### config.mk
export PLATFORM = sky130hd
export DESIGN_NAME = keypad_entry_ctrl_flat
export DESIGN_NICKNAME = d
export VERILOG_FILES = /design/src/rtl/keypad_entry_if.sv /design/src/rtl/keypad_entry_ctrl.sv /design/src/flat_wrapper.sv
export SDC_FILE = /design/constraint.sdc
export NUM_CORES = 1
export LEC_CHECK = 0
export ABC_AREA = 1
export BUFFER_PORTS_ARGS = -buffer_cell sky130_fd_sc_hd__buf_2
export CORE_MARGIN = 2
export CORE_UTILIZATION = 30
export DETAILED_ROUTE_END_ITERATION = 10
export PLACE_DENSITY = 0.48
export SLEW_MARGIN = 20
export SYNTH_ARGS = -nofsm -noshare
export SYNTH_HDL_FRONTEND = slang
export SYNTH_SLANG_ARGS = --single-unit
### constraint.sdc
create_clock -name clk -period 2.4 [get_ports clk]
set_input_delay 0.6 -clock clk [delete_from_list [all_inputs] [get_ports clk]]
set_output_delay 0.6 -clock clk [all_outputs]
set_load 0.01 [all_outputs]
### src/rtl/keypad_entry_if.sv
// Key-entry bundle between the keypad encoder and its digit consumers.
// The master drives the encoder side (key_d/key_dav). The slave is the entry controller.
interface keypad_entry_if #(
  parameter int NDIGITS = 4
);
  logic [3:0]           key_d;
  logic                 key_dav;
  logic [4*NDIGITS-1:0] digits;
  logic [3:0]           digit_count;
  logic [4*NDIGITS-1:0] entry_value;
  logic [3:0]           entry_len;
  logic                 entry_valid;
  logic                 key_strobe;
  logic                 overflow;
  logic                 timeout;
  logic                 busy;

  modport master (
    output key_d, key_dav,
    input  digits, digit_count, entry_value, entry_len,
    input  entry_valid, key_strobe, overflow, timeout, busy
  );

  modport slave (
    input  key_d, key_dav,
    output digits, digit_count, entry_value, entry_len,
    output entry_valid, key_strobe, overflow, timeout, busy
  );
endinterface

### src/rtl/keypad_entry_ctrl.sv
// Debounced keypad sequencer: accepts each key once and assembles BCD digits into an entry.
// '#' commits the entry. An idle partial entry is discarded after TIMEOUT_CYC cycles.
module keypad_entry_ctrl #(
  parameter int NDIGITS      = 4,
  parameter int DEBOUNCE_CYC = 4,
  parameter int TIMEOUT_CYC  = 1000
) (
  input  logic           clk,
  input  logic           reset,
  keypad_entry_if.slave  kp
);
  localparam int          W        = 4 * NDIGITS;
  localparam logic [7:0]  DEB      = 8'(DEBOUNCE_CYC);
  localparam logic [19:0] TMO_LAST = 20'(TIMEOUT_CYC - 1);
  localparam logic [3:0]  NMAX     = 4'(NDIGITS);

  typedef enum logic [1:0] {IDLE, DEBOUNCE, ACCEPT, RELEASE} state_t;

  state_t       state;
  logic [3:0]   code_q;
  logic [7:0]   deb_cnt;
  logic [19:0]  timer;
  logic [W-1:0] digits_q, entry_q;
  logic [3:0]   count_q, len_q;
  logic         valid_q, strobe_q, ovf_q, tout_q, busy_q;

  logic [W-1:0] shifted;
  logic [7:0]   deb_nxt;
  logic         key_match;

  // The shift drops the oldest nibble only on a full buffer, which ACCEPT never shifts.
  assign shifted   = (digits_q << 4) | W'(code_q);
  assign deb_nxt   = deb_cnt + 8'd1;
  assign key_match = kp.key_dav && (kp.key_d == code_q);

  always_ff @(posedge clk) begin
    if (reset) begin
      state    <= RELEASE;
      code_q   <= '0;
      deb_cnt  <= '0;
      timer    <= '0;
      digits_q <= '0;
      entry_q  <= '0;
      count_q  <= '0;
      len_q    <= '0;
      valid_q  <= 1'b0;
      strobe_q <= 1'b0;
      ovf_q    <= 1'b0;
      tout_q   <= 1'b0;
      busy_q   <= 1'b0;
    end else begin
      strobe_q <= 1'b0;
      valid_q  <= 1'b0;
      tout_q   <= 1'b0;
      case (state)
        IDLE: begin
          busy_q <= 1'b0;
          if (count_q != 4'd0) begin
            if (timer == TMO_LAST) begin
              digits_q <= '0;
              count_q  <= '0;
              ovf_q    <= 1'b0;
              tout_q   <= 1'b1;
              timer    <= '0;
            end else if (timer != '1) begin
              timer <= timer + 20'd1;
            end
          end
          // A new press still starts debouncing in the same cycle a timeout fires.
          if (kp.key_dav) begin
            code_q  <= kp.key_d;
            deb_cnt <= 8'd1;
            state   <= DEBOUNCE;
            busy_q  <= 1'b1;
          end
        end

        DEBOUNCE: begin
          if (!key_match) begin
            state  <= IDLE;
            busy_q <= 1'b0;
          end else begin
            deb_cnt <= deb_nxt;
            if (deb_nxt == DEB) begin
              state    <= ACCEPT;
              strobe_q <= 1'b1;
            end
          end
        end

        ACCEPT: begin
          if (code_q <= 4'd9) begin
            if (count_q < NMAX) begin
              digits_q <= shifted;
              count_q  <= count_q + 4'd1;
              timer    <= '0;
            end else begin
              ovf_q <= 1'b1;
            end
          end else if (code_q == 4'hF && count_q != 4'd0) begin
            entry_q  <= digits_q;
            len_q    <= count_q;
            valid_q  <= 1'b1;
            digits_q <= '0;
            count_q  <= '0;
            ovf_q    <= 1'b0;
            timer    <= '0;
          end
          state   <= RELEASE;
          deb_cnt <= '0;
          busy_q  <= 1'b1;
        end

        RELEASE: begin
          busy_q <= 1'b1;
          if (kp.key_dav) begin
            deb_cnt <= '0;
          end else begin
            deb_cnt <= deb_nxt;
            if (deb_nxt == DEB) begin
              state  <= IDLE;
              busy_q <= 1'b0;
            end
          end
        end

        default: begin
          state   <= RELEASE;
          deb_cnt <= '0;
        end
      endcase
    end
  end

  assign kp.digits      = digits_q;
  assign kp.digit_count = count_q;
  assign kp.entry_value = entry_q;
  assign kp.entry_len   = len_q;
  assign kp.entry_valid = valid_q;
  assign kp.key_strobe  = strobe_q;
  assign kp.overflow    = ovf_q;
  assign kp.timeout     = tout_q;
  assign kp.busy        = busy_q;
endmodule

### src/flat_wrapper.sv
// flat-port wrapper written by rule: the top's interface ports become plain ports
module keypad_entry_ctrl_flat 
#(
  parameter int NDIGITS      = 4,
  parameter int DEBOUNCE_CYC = 4,
  parameter int TIMEOUT_CYC  = 1000
)
  (clk, reset, kp_key_d, kp_key_dav, kp_digits, kp_digit_count, kp_entry_value, kp_entry_len, kp_entry_valid, kp_key_strobe, kp_overflow, kp_timeout, kp_busy);
  keypad_entry_if #(.NDIGITS(NDIGITS)) kp_i ();
  input  logic clk;
  input  logic reset;
  input wire logic [$bits(kp_i.key_d)-1:0] kp_key_d;
  input wire logic [$bits(kp_i.key_dav)-1:0] kp_key_dav;
  output wire logic [$bits(kp_i.digits)-1:0] kp_digits;
  output wire logic [$bits(kp_i.digit_count)-1:0] kp_digit_count;
  output wire logic [$bits(kp_i.entry_value)-1:0] kp_entry_value;
  output wire logic [$bits(kp_i.entry_len)-1:0] kp_entry_len;
  output wire logic [$bits(kp_i.entry_valid)-1:0] kp_entry_valid;
  output wire logic [$bits(kp_i.key_strobe)-1:0] kp_key_strobe;
  output wire logic [$bits(kp_i.overflow)-1:0] kp_overflow;
  output wire logic [$bits(kp_i.timeout)-1:0] kp_timeout;
  output wire logic [$bits(kp_i.busy)-1:0] kp_busy;
  assign kp_i.key_d = kp_key_d;
  assign kp_i.key_dav = kp_key_dav;
  assign kp_digits = kp_i.digits;
  assign kp_digit_count = kp_i.digit_count;
  assign kp_entry_value = kp_i.entry_value;
  assign kp_entry_len = kp_i.entry_len;
  assign kp_entry_valid = kp_i.entry_valid;
  assign kp_key_strobe = kp_i.key_strobe;
  assign kp_overflow = kp_i.overflow;
  assign kp_timeout = kp_i.timeout;
  assign kp_busy = kp_i.busy;
  keypad_entry_ctrl #(.NDIGITS(NDIGITS), .DEBOUNCE_CYC(DEBOUNCE_CYC), .TIMEOUT_CYC(TIMEOUT_CYC)) u_core (.clk(clk), .reset(reset), .kp(kp_i));
endmodule
==> flow_metrics.tcl, run 1 <==
set metrics [dict create \
    diodes 0 \
    reg2reg_depth 8 \
    holdCritStartpoint "u_core.kp.digit_count[3]" \
    cts_hold_buf 0 \
    worstPathRequired_ns 2.61 \
    vdd.ir_drop.worst_uv 273.0 \
    synth_fp_nets 627 \
    routed_via_density 4.686 \
    vias 3941 \
    drt-wirelength-per-cell_um 13.07 \
    syn_to_final_growth_pct 17.83 \
    pin_count 52 \
    async_flop_share 0 \
    synth_area_um2 4140 \
    synth_cells 615 \
    synthTopCellsByArea "dfxtp_1, nand2_1, nor2_1" \
    slew_viol_final 0 \
    p_leak_nw 2.060 \
    path_buf_inv 0 \
    cts_sinks 79 \
    grt_pass1_wl_um 18370 \
    cp_cell_sequence "ha_1 -> nand3_1 -> nor3_2 -> nand3_2 -> nand2_2 -> nand3_4 -> o21ai_1 -> nor2_1" \
    synth_flop_cell "dfxtp_1" \
    min_to "u_core.kp.digit_count[3]" \
    drt-total-wl_um 11000 \
    synth.most_common_cell "nand2_1" \
    dieArea_um2 14760 \
    synth_top_area_frac 0.3820 \
    place_area_um2 4581 \
    clock.fmax_mhz 471.4 \
    ys_ff_latch 79 \
    startpoint_type "flip-flop" \
    drcViolationCount 0 \
    r2r_setup_slack_ns 0.28 \
    critical-path-max-stage-delay_ns 0.43 \
    dr.pass1.iters 5 \
    fin_nets 672 \
    r2r_end "u_core.kp.digits[14]" \
    grt_max_degree 43 \
    status "completed" \
    finClkSkew_ns 0.004655 \
    fin_tns_setup_ns 0 \
    synth_common_cells "nand2_1, nor2_1, dfxtp_1, inv_1, a21oi_1" \
    synth_largest_area_cell "dfxtp_1" \
    die_y_um 121.5 \
    crit_family "simple AND/OR/NAND/NOR gates" \
    slew_headroom 0.6295 \
    final_cell_area_um2 4878 \
    synth_edf_count 0 \
    gp_congestion 0.9032 \
    grt-ovfl-total 0 \
    clk_latency_ns 0.34 \
    grt_pass1_vias 3802 \
    worstHoldPathType "flip-flop to flip-flop" \
    drive_above_1_share 0.1759 \
    track_usage 0.1576 \
    yosysWarnings 0 \
    post-cts-setup-buffers 0 \
    fillers 1495 \
    cts_max_level 3 \
    post_cts_resized 0 \
    r2r_start "u_core.timer[0]" \
    holdWs_ns 0.4702 \
    rows 42 \
    rsz0062_at_grt "no" \
    cts_buffers 9 \
    maxCapViolCount 0 \
    min_period_over_period 0.8840 \
    cts_tree "built" \
    ys_seq_area_frac 0.3820 \
    start_util 0.3102 \
    power.density_nw_per_um2 565.6 \
    antenna_found_initial 0 \
    worstPathArrival_ns 2.33 \
    holdPathStages 2 \
    path_max_fanout 36 \
    core-area_um2 13350 \
    antenna_left 0 \
    final-setup-viol-count 0 \
    hpwlAfterDp_um 7788 \
    die-width_um 121.5 \
    path_class "flip-flop to flip-flop" \
    clock_path_buffers 2 \
    cp-end-kind "flip-flop" \
    clk_pin_slew_ns 0.06 \
    synth.avg_cell_area_um2 6.732 \
    synthDistinctLibCells 32 \
    worst_pin_slew_ns 0.5544 \
    portBuffers 51 \
    cts-root-buf "clkbuf_16" \
    cp_slowest_cell "dfxtp_1" \
    hold_violations 0 \
    drt_iter0_drc 127 \
    period_needed_ns 2.121 \
]
cell usage in the layout (no fill, tap or decap), types with 6 or more instances in the layout:
cell type	count
a21oi_1	48
a21oi_2	10
buf_2	51
clkbuf_16	9
dfxtp_1	79
inv_1	59
nand2_1	139
nand2_2	12
nand3_1	25
nand4_1	6
nor2_1	94
nor3_1	21
o21ai_0	36
o21ai_1	18
xor2_1	9
sequential cells by signal, indices dropped and copies added, names as in the netlist, named ones only:
register and flops:
u_core.timer 20, u_core.kp.digits 16, u_core.kp.entry_value 16, u_core.deb_cnt 8, u_core.code_q 4, u_core.kp.digit_count 4, u_core.kp.entry_len 4, u_core.kp.busy 1
u_core.kp.entry_valid 1, u_core.kp.key_strobe 1, u_core.kp.overflow 1, u_core.kp.timeout 1, u_core.state 1
worst max-delay path by stage:
stage / start / to / depth (start not counted) / slack (ns)
after floorplan: u_core.timer[0] / u_core.timer[12] / 10 / 0.62
after global placement: u_core.kp.digit_count[0] / u_core.timer[1] / 10 / 0.28
after detailed placement: u_core.kp.digit_count[0] / u_core.timer[1] / 10 / 0.27
after CTS: u_core.kp.digit_count[0] / u_core.timer[1] / 10 / 0.26
after global routing: u_core.timer[0] / u_core.kp.digits[14] / 8 / 0.005
final: u_core.timer[0] / u_core.kp.digits[14] / 8 / 0.28
cell type report:
cell class | count | area (um2) | area share
clock buffers | 10 | 229.0 | 0.04694
clock inverters | 6 | 68.82 | 0.01411
well taps | 176 | 220.2 | 0.04514
inverters | 64 | 240.2 | 0.04924
repair buffers | 58 | 332.8 | 0.06822
multi-input cells | 448 | 2206 | 0.4522
flip-flops and latches | 79 | 1582 | 0.3242
metrics by stage:
stage,total power [W],std cells,utilization,setup WS [ns]
finish,0.002759,841,0.3655,0.2785
global route,0.002865,841,0.3655,0.005477
CTS,0.002797,841,0.3655,0.2634
detailed placement,0.001402,825,0.3432,0.2748
global placement,0.001401,825,0.3432,0.2845
floorplan,0.001377,615,-,0.6245
tightest hold or removal path, delay by kind of cell, from the launching register on:
kind | cells | cell delay [ns]
simple gates | 2 | 0.10
flops | 1 | 0.33
cell families (layout without fill, tap and decap cells):
group                    Yosys count  count (layout)  share of synthesized area
XOR/XNOR                          12              12                    0.02539
buffers and inverters             88             138                    0.08673
flip-flops                        79              79                     0.3820
AO/OA/AOI/OAI                    116             116                     0.1562
adder cells (fa/ha/maj)            5               5                    0.01511
AND/OR/NAND/NOR                  315             315                     0.3345
layer usage:
metal | vias up | track usage | wire (um)
met5 | - | 0 | 0
met4 | 0 | 0.07687 | 173
met1 | 1802 | 0.1932 | 5137
li1 | 2055 | - | -
met2 | 74 | 0.2595 | 5138
met3 | 10 | 0.03618 | 546
where the power goes:
group	leakage [nW]	internal [W]	total [W]	switching, W
clock network	0.131	0.000809	0.00139	0.000578
logic	1.29	0.0000155	0.0000551	0.0000396
registers	0.637	0.00131	0.00132	0.00000263
total	2.06	0.00214	0.00276	0.000621
Note: power is estimated with default switching activity, not from simulation.
==> inputs of run 2 (changes only) <==
Settings changed: CORE_UTILIZATION 30 to 58, PLACE_DENSITY 0.48 to 0.81.
==> flow_metrics.tcl, run 2 (synthesis gave the netlist of run 1 again) <==
set metrics [dict create \
    status "completed" \
    grt_pass1_vias 3778 \
    diodes 0 \
    min_period_over_period 0.8670 \
    grt_max_degree 41 \
    rsz0062_at_grt "no" \
    path_class "flip-flop to flip-flop" \
    r2r_end "u_core.timer[0]" \
    holdPathStages 2 \
    clk_latency_ns 0.37 \
    finalNonFillerCells 763 \
    layout_commonest_cell "nand2_1" \
    grt_pass1_wl_um 16600 \
    final_cell_mix "nand2_1, nor2_1, dfxtp_1" \
    crit_family "simple AND/OR/NAND/NOR gates" \
    cts_hold_buf 0 \
    power_w 0.002285 \
    cp.depth 8 \
    final-setup-viol-count 0 \
    grt_use_met2 0.4477 \
    cts_sinks 79 \
    routed_via_density 5.274 \
    period_needed_ns 2.081 \
    finClkSkew_ns 0.01624 \
    antenna_left 0 \
    placed_cells 747 \
    pin_count 52 \
    largest_register "u_core.timer" \
    drt-wirelength-per-cell_um 12.61 \
    fin_nets 674 \
    setup_slack_ns 0.3193 \
    post-cts-setup-buffers 0 \
    p_leak_nw 2.013 \
    r2r_start "u_core.kp.digit_count[0]" \
    slew_viol_final 0 \
    r2r_setup_slack_ns 0.32 \
    worstPathArrival_ns 2.33 \
    worstPathRequired_ns 2.65 \
    vias 4024 \
    gp_congestion 0.9264 \
    clk_pin_slew_ns 0.09 \
    power.density_nw_per_um2 491.6 \
    vdd.ir_drop.worst_uv 385.5 \
    syn_to_final_growth_pct 12.27 \
    maxCapViolCount 0 \
    hpwlAfterDp_um 6776 \
    cts_buffers 9 \
    place_area_um2 4471 \
    drcViolationCount 0 \
    cp_cell_sequence "inv_1 -> ha_1 -> nand2_1 -> nand2_4 -> a21oi_4 -> nand4_2 -> a21oi_1 -> nor2_1" \
    clock_path_buffers 2 \
    largest_register_ff_count 20 \
    path_buf_inv 1 \
    die_y_um 88.49 \
    drive_above_1_share 0.1784 \
    worstHoldPathType "flip-flop to flip-flop" \
    start_util 0.6027 \
    dp_slack_ns 0.3374 \
    post_cts_resized 0 \
    cts-root-buf "clkbuf_8" \
    dieArea_um2 7830 \
    path_max_fanout 22 \
    fin_tns_setup_ns 0 \
    worst_pin_slew_ns 0.5749 \
    dr.pass1.iters 5 \
    slew_headroom 0.6158 \
    grt-ovfl-total 0 \
    grt_busiest_layer "met2" \
    portBuffers 51 \
    cts_tree "built" \
    rows 30 \
    hold_violations 0 \
    antenna_found_initial 0 \
    cp-end-kind "flip-flop" \
    cp_slowest_cell "nand4_2" \
    final_cell_area_um2 4648 \
    fillers 627 \
    core-area_um2 6869 \
    critical-path-max-stage-delay_ns 0.48 \
    met3_usage 0.08022 \
    track_usage 0.2681 \
    drt-total-wl_um 9625 \
    die-width_um 88.49 \
    clock.fmax_mhz 480.6 \
    cp-endpoint "u_core.timer[0]" \
    startpoint_type "flip-flop" \
    globalRouteMet1Util 0.3225 \
    drt_iter0_drc 261 \
    crit_start "u_core.kp.digit_count[0]" \
    cts_max_level 3 \
    reg2reg_depth 8 \
]
==> run 2: changes by cell type in the layout (fill, tap and decap cells not counted), sizes merged <==
cell and delta:
clkinv +1, bufinv -1, clkinvlp -2, buf +2
inv +2
==> run 2: layout make-up <==
type,count,area (um2),area share
multi-input cells,448,2206,0.4746
flip-flops and latches,79,1582,0.3402
repair buffers,60,322.8,0.06945
inverters,64,240.2,0.05168
clock buffers,10,127.6,0.02746
well taps,96,120.1,0.02584
clock inverters,6,50.05,0.01077
==> run 2: layer usage <==
metal	share of wire	vias up
met5	0	-
met4	0.017	0
met3	0.070	17
met2	0.48	117
met1	0.43	1820
li1	-	2070
==> run 2: stage by stage <==
stage	hold slack [ns]	util
floorplan	0.4511	-
global placement	0.4597	0.6508
detailed placement	0.4599	0.6508
CTS	0.4743	0.6767
global route	0.5040	0.6767
finish	0.4714	0.6767
==> run 2: how the worst min path moves through the flow <==
stage               slack (ns)                         to                      from
floorplan                 0.45          u_core.deb_cnt[4]         u_core.deb_cnt[4]
global placement          0.46   u_core.kp.digit_count[3]  u_core.kp.digit_count[3]
detailed placement        0.46   u_core.kp.digit_count[3]  u_core.kp.digit_count[3]
CTS                       0.47   u_core.kp.digit_count[3]  u_core.kp.digit_count[3]
global route              0.50  u_core.kp.entry_value[12]      u_core.kp.digits[12]
finish                    0.47  u_core.kp.entry_value[14]      u_core.kp.digits[14]
==> run 2: tightest hold or removal path: cells and delay by family (launching register included) <==
kind / cells / cell delay, ns
flops: 1 / 0.32
buf+inv: 1 / 0.06
compound gates: 1 / 0.06
==> run 2: report_power, final <==
group          total (W)  switching (W)  internal (W)
logic          0.0000511      0.0000366     0.0000145
clock network   0.000920       0.000531      0.000388
registers        0.00131     0.00000248       0.00131
==> inputs of run 3 (changes only) <==
Clock period 2.4 ns to 2.3 ns, I/O delays scaled along.
==> flow_metrics.tcl, run 3 (synthesis gave the netlist of run 1 again) <==
set metrics [dict create \
    status "completed" \
    hpwlAfterDp_um 6880 \
    hold_violations 0 \
    clock_path_buffers 2 \
    finClkSkew_ns 0.01540 \
    slew_viol_final 0 \
    rsz0062_at_grt "no" \
    cts_max_level 3 \
    startpoint_type "flip-flop" \
    p_leak_nw 2.063 \
    worstPathArrival_ns 2.31 \
    track_usage 0.2737 \
    cts_buffers 9 \
    final_cell_mix "nand2_1, nor2_1, dfxtp_1" \
    clock_power_share 0.484 \
    slew_headroom 0.6148 \
    power.density_nw_per_um2 582.4 \
    layout_commonest_cell "nand2_1" \
    diodes 0 \
    drive_above_1_share 0.1799 \
    drt-wirelength-per-cell_um 12.98 \
    dieArea_um2 7830 \
    largest_register_ff_count 20 \
    netSwitchingFraction 0.2279 \
    syn_to_final_growth_pct 14.60 \
    min_period_over_period 0.8943 \
    worstPathRequired_ns 2.55 \
    cts_hold_buf 0 \
    die_y_um 88.49 \
    clk_latency_ns 0.36 \
    cts_tree "built" \
    fin_nets 674 \
    post-cts-setup-buffers 0 \
    grt_pass1_vias 3804 \
    die-width_um 88.49 \
    antenna_found_initial 0 \
    clk_pin_slew_ns 0.09 \
    worst_pin_slew_ns 0.5765 \
    post_cts_resized 0 \
    cts_sinks 79 \
    vdd.ir_drop.worst_uv 441.0 \
    comb_power_share 0.020 \
    grt_pass1_wl_um 17010 \
    vias 4019 \
    fin_tns_setup_ns 0 \
    pin_count 52 \
    largest_register "u_core.timer" \
    cp-end-kind "flip-flop" \
    path_class "flip-flop to flip-flop" \
    power_w 0.002763 \
    antenna_left 0 \
    portBuffers 51 \
    p_switching_w 0.0006298 \
    routed_via_density 5.267 \
    start_util 0.6027 \
    period_needed_ns 2.057 \
    holdWs_ns 0.4762 \
    holdCritStartpoint "kp_key_d[2]" \
    r2r_setup_slack_ns 0.24 \
    path_max_fanout 22 \
    r2r_start "u_core.kp.digit_count[0]" \
    final-setup-viol-count 0 \
    cts-root-buf "clkbuf_8" \
    rows 30 \
    core-area_um2 6869 \
    crit_start "u_core.kp.digit_count[0]" \
    drt-total-wl_um 9903 \
    clock.fmax_mhz 486.2 \
    grt_max_degree 41 \
    seq_power_share 0.497 \
    internal_power_w 0.002133 \
    drcViolationCount 0 \
    dr.pass1.iters 4 \
    gp_congestion 0.9279 \
    drt_iter0_drc 309 \
    grt-ovfl-total 0 \
    worstHoldPathType "input pin to flip-flop" \
    maxCapViolCount 0 \
]
## run 3: cell types whose count changed in the layout (fill, tap and decap cells not counted), moves of 2 or more
| cell | delta |
|---|---|
| bufinv_16 | +3 |
| inv_6 | -2 |
| clkinvlp_4 | -2 |
| inv_8 | +2 |
## run 3: worst max-delay path, stage by stage (launching register included)
cell and delay (ns):
dfxtp_1 0.38, inv_1 0.09, ha_1 0.20, nand2_1 0.14
nand2_4 0.11, a21oi_4 0.18, nand4_2 0.48, a21oi_1 0.30
nor2_1 0.06
## run 3: path summary, 6_finish.rpt
check                                                 end  depth (start not counted)
worst max register to register            u_core.timer[0]                          8
worst min-delay path                     u_core.code_q[2]                          3
worst max-delay path                      u_core.timer[0]                          8
worst min register to register  u_core.kp.entry_value[14]                          2
## run 3: through the flow
| step | setup WS [ns] | util | std cells | area [um2] |
|---|---|---|---|---|
| after global placement | 0.3387 | 0.6526 | 747 | 4483 |
| after floorplan | 0.5245 | - | 615 | 4140 |
| final | 0.2432 | 0.6907 | 763 | 4745 |
| after detailed placement | 0.2602 | 0.6526 | 747 | 4483 |
| after global routing | 0.008744 | 0.6907 | 763 | 4745 |
| after CTS | 0.2479 | 0.6907 | 763 | 4745 |
## run 3: power by group through the flow
| stage | Clock [W] | Sequential [W] | Combinational, W |
|---|---|---|---|
| 2_1_floorplan | 0 | 0.00140 | 0.0000331 |
| 4_1_cts | 0.00136 | 0.00137 | 0.0000535 |
| 3_3_place_gp | 0 | 0.00140 | 0.0000522 |
| 5_1_grt | 0.00140 | 0.00137 | 0.0000601 |
| 3_5_place_dp | 0 | 0.00140 | 0.0000529 |
| 6_report | 0.00134 | 0.00137 | 0.0000542 |
## run 3: final cells by class
class	instances	area, um2
multi-input cells	448	2206
fillers	595	2125
flip-flops and latches	79	1582
repair buffers	60	335.3
inverters	64	240.2
clock inverters	7	137.6
clock buffers	9	123.9
well taps	96	120.1
## run 3: per-layer routing
| layer | wire (um) | GRT usage | up-vias |
|---|---|---|---|
| li1 | - | - | 2074 |
| met2 | 4822 | 0.4723 | 99 |
| met5 | 0 | 0 | - |
| met3 | 622 | 0.07649 | 8 |
| met4 | 81 | 0.07713 | 0 |
| met1 | 4377 | 0.3353 | 1838 |
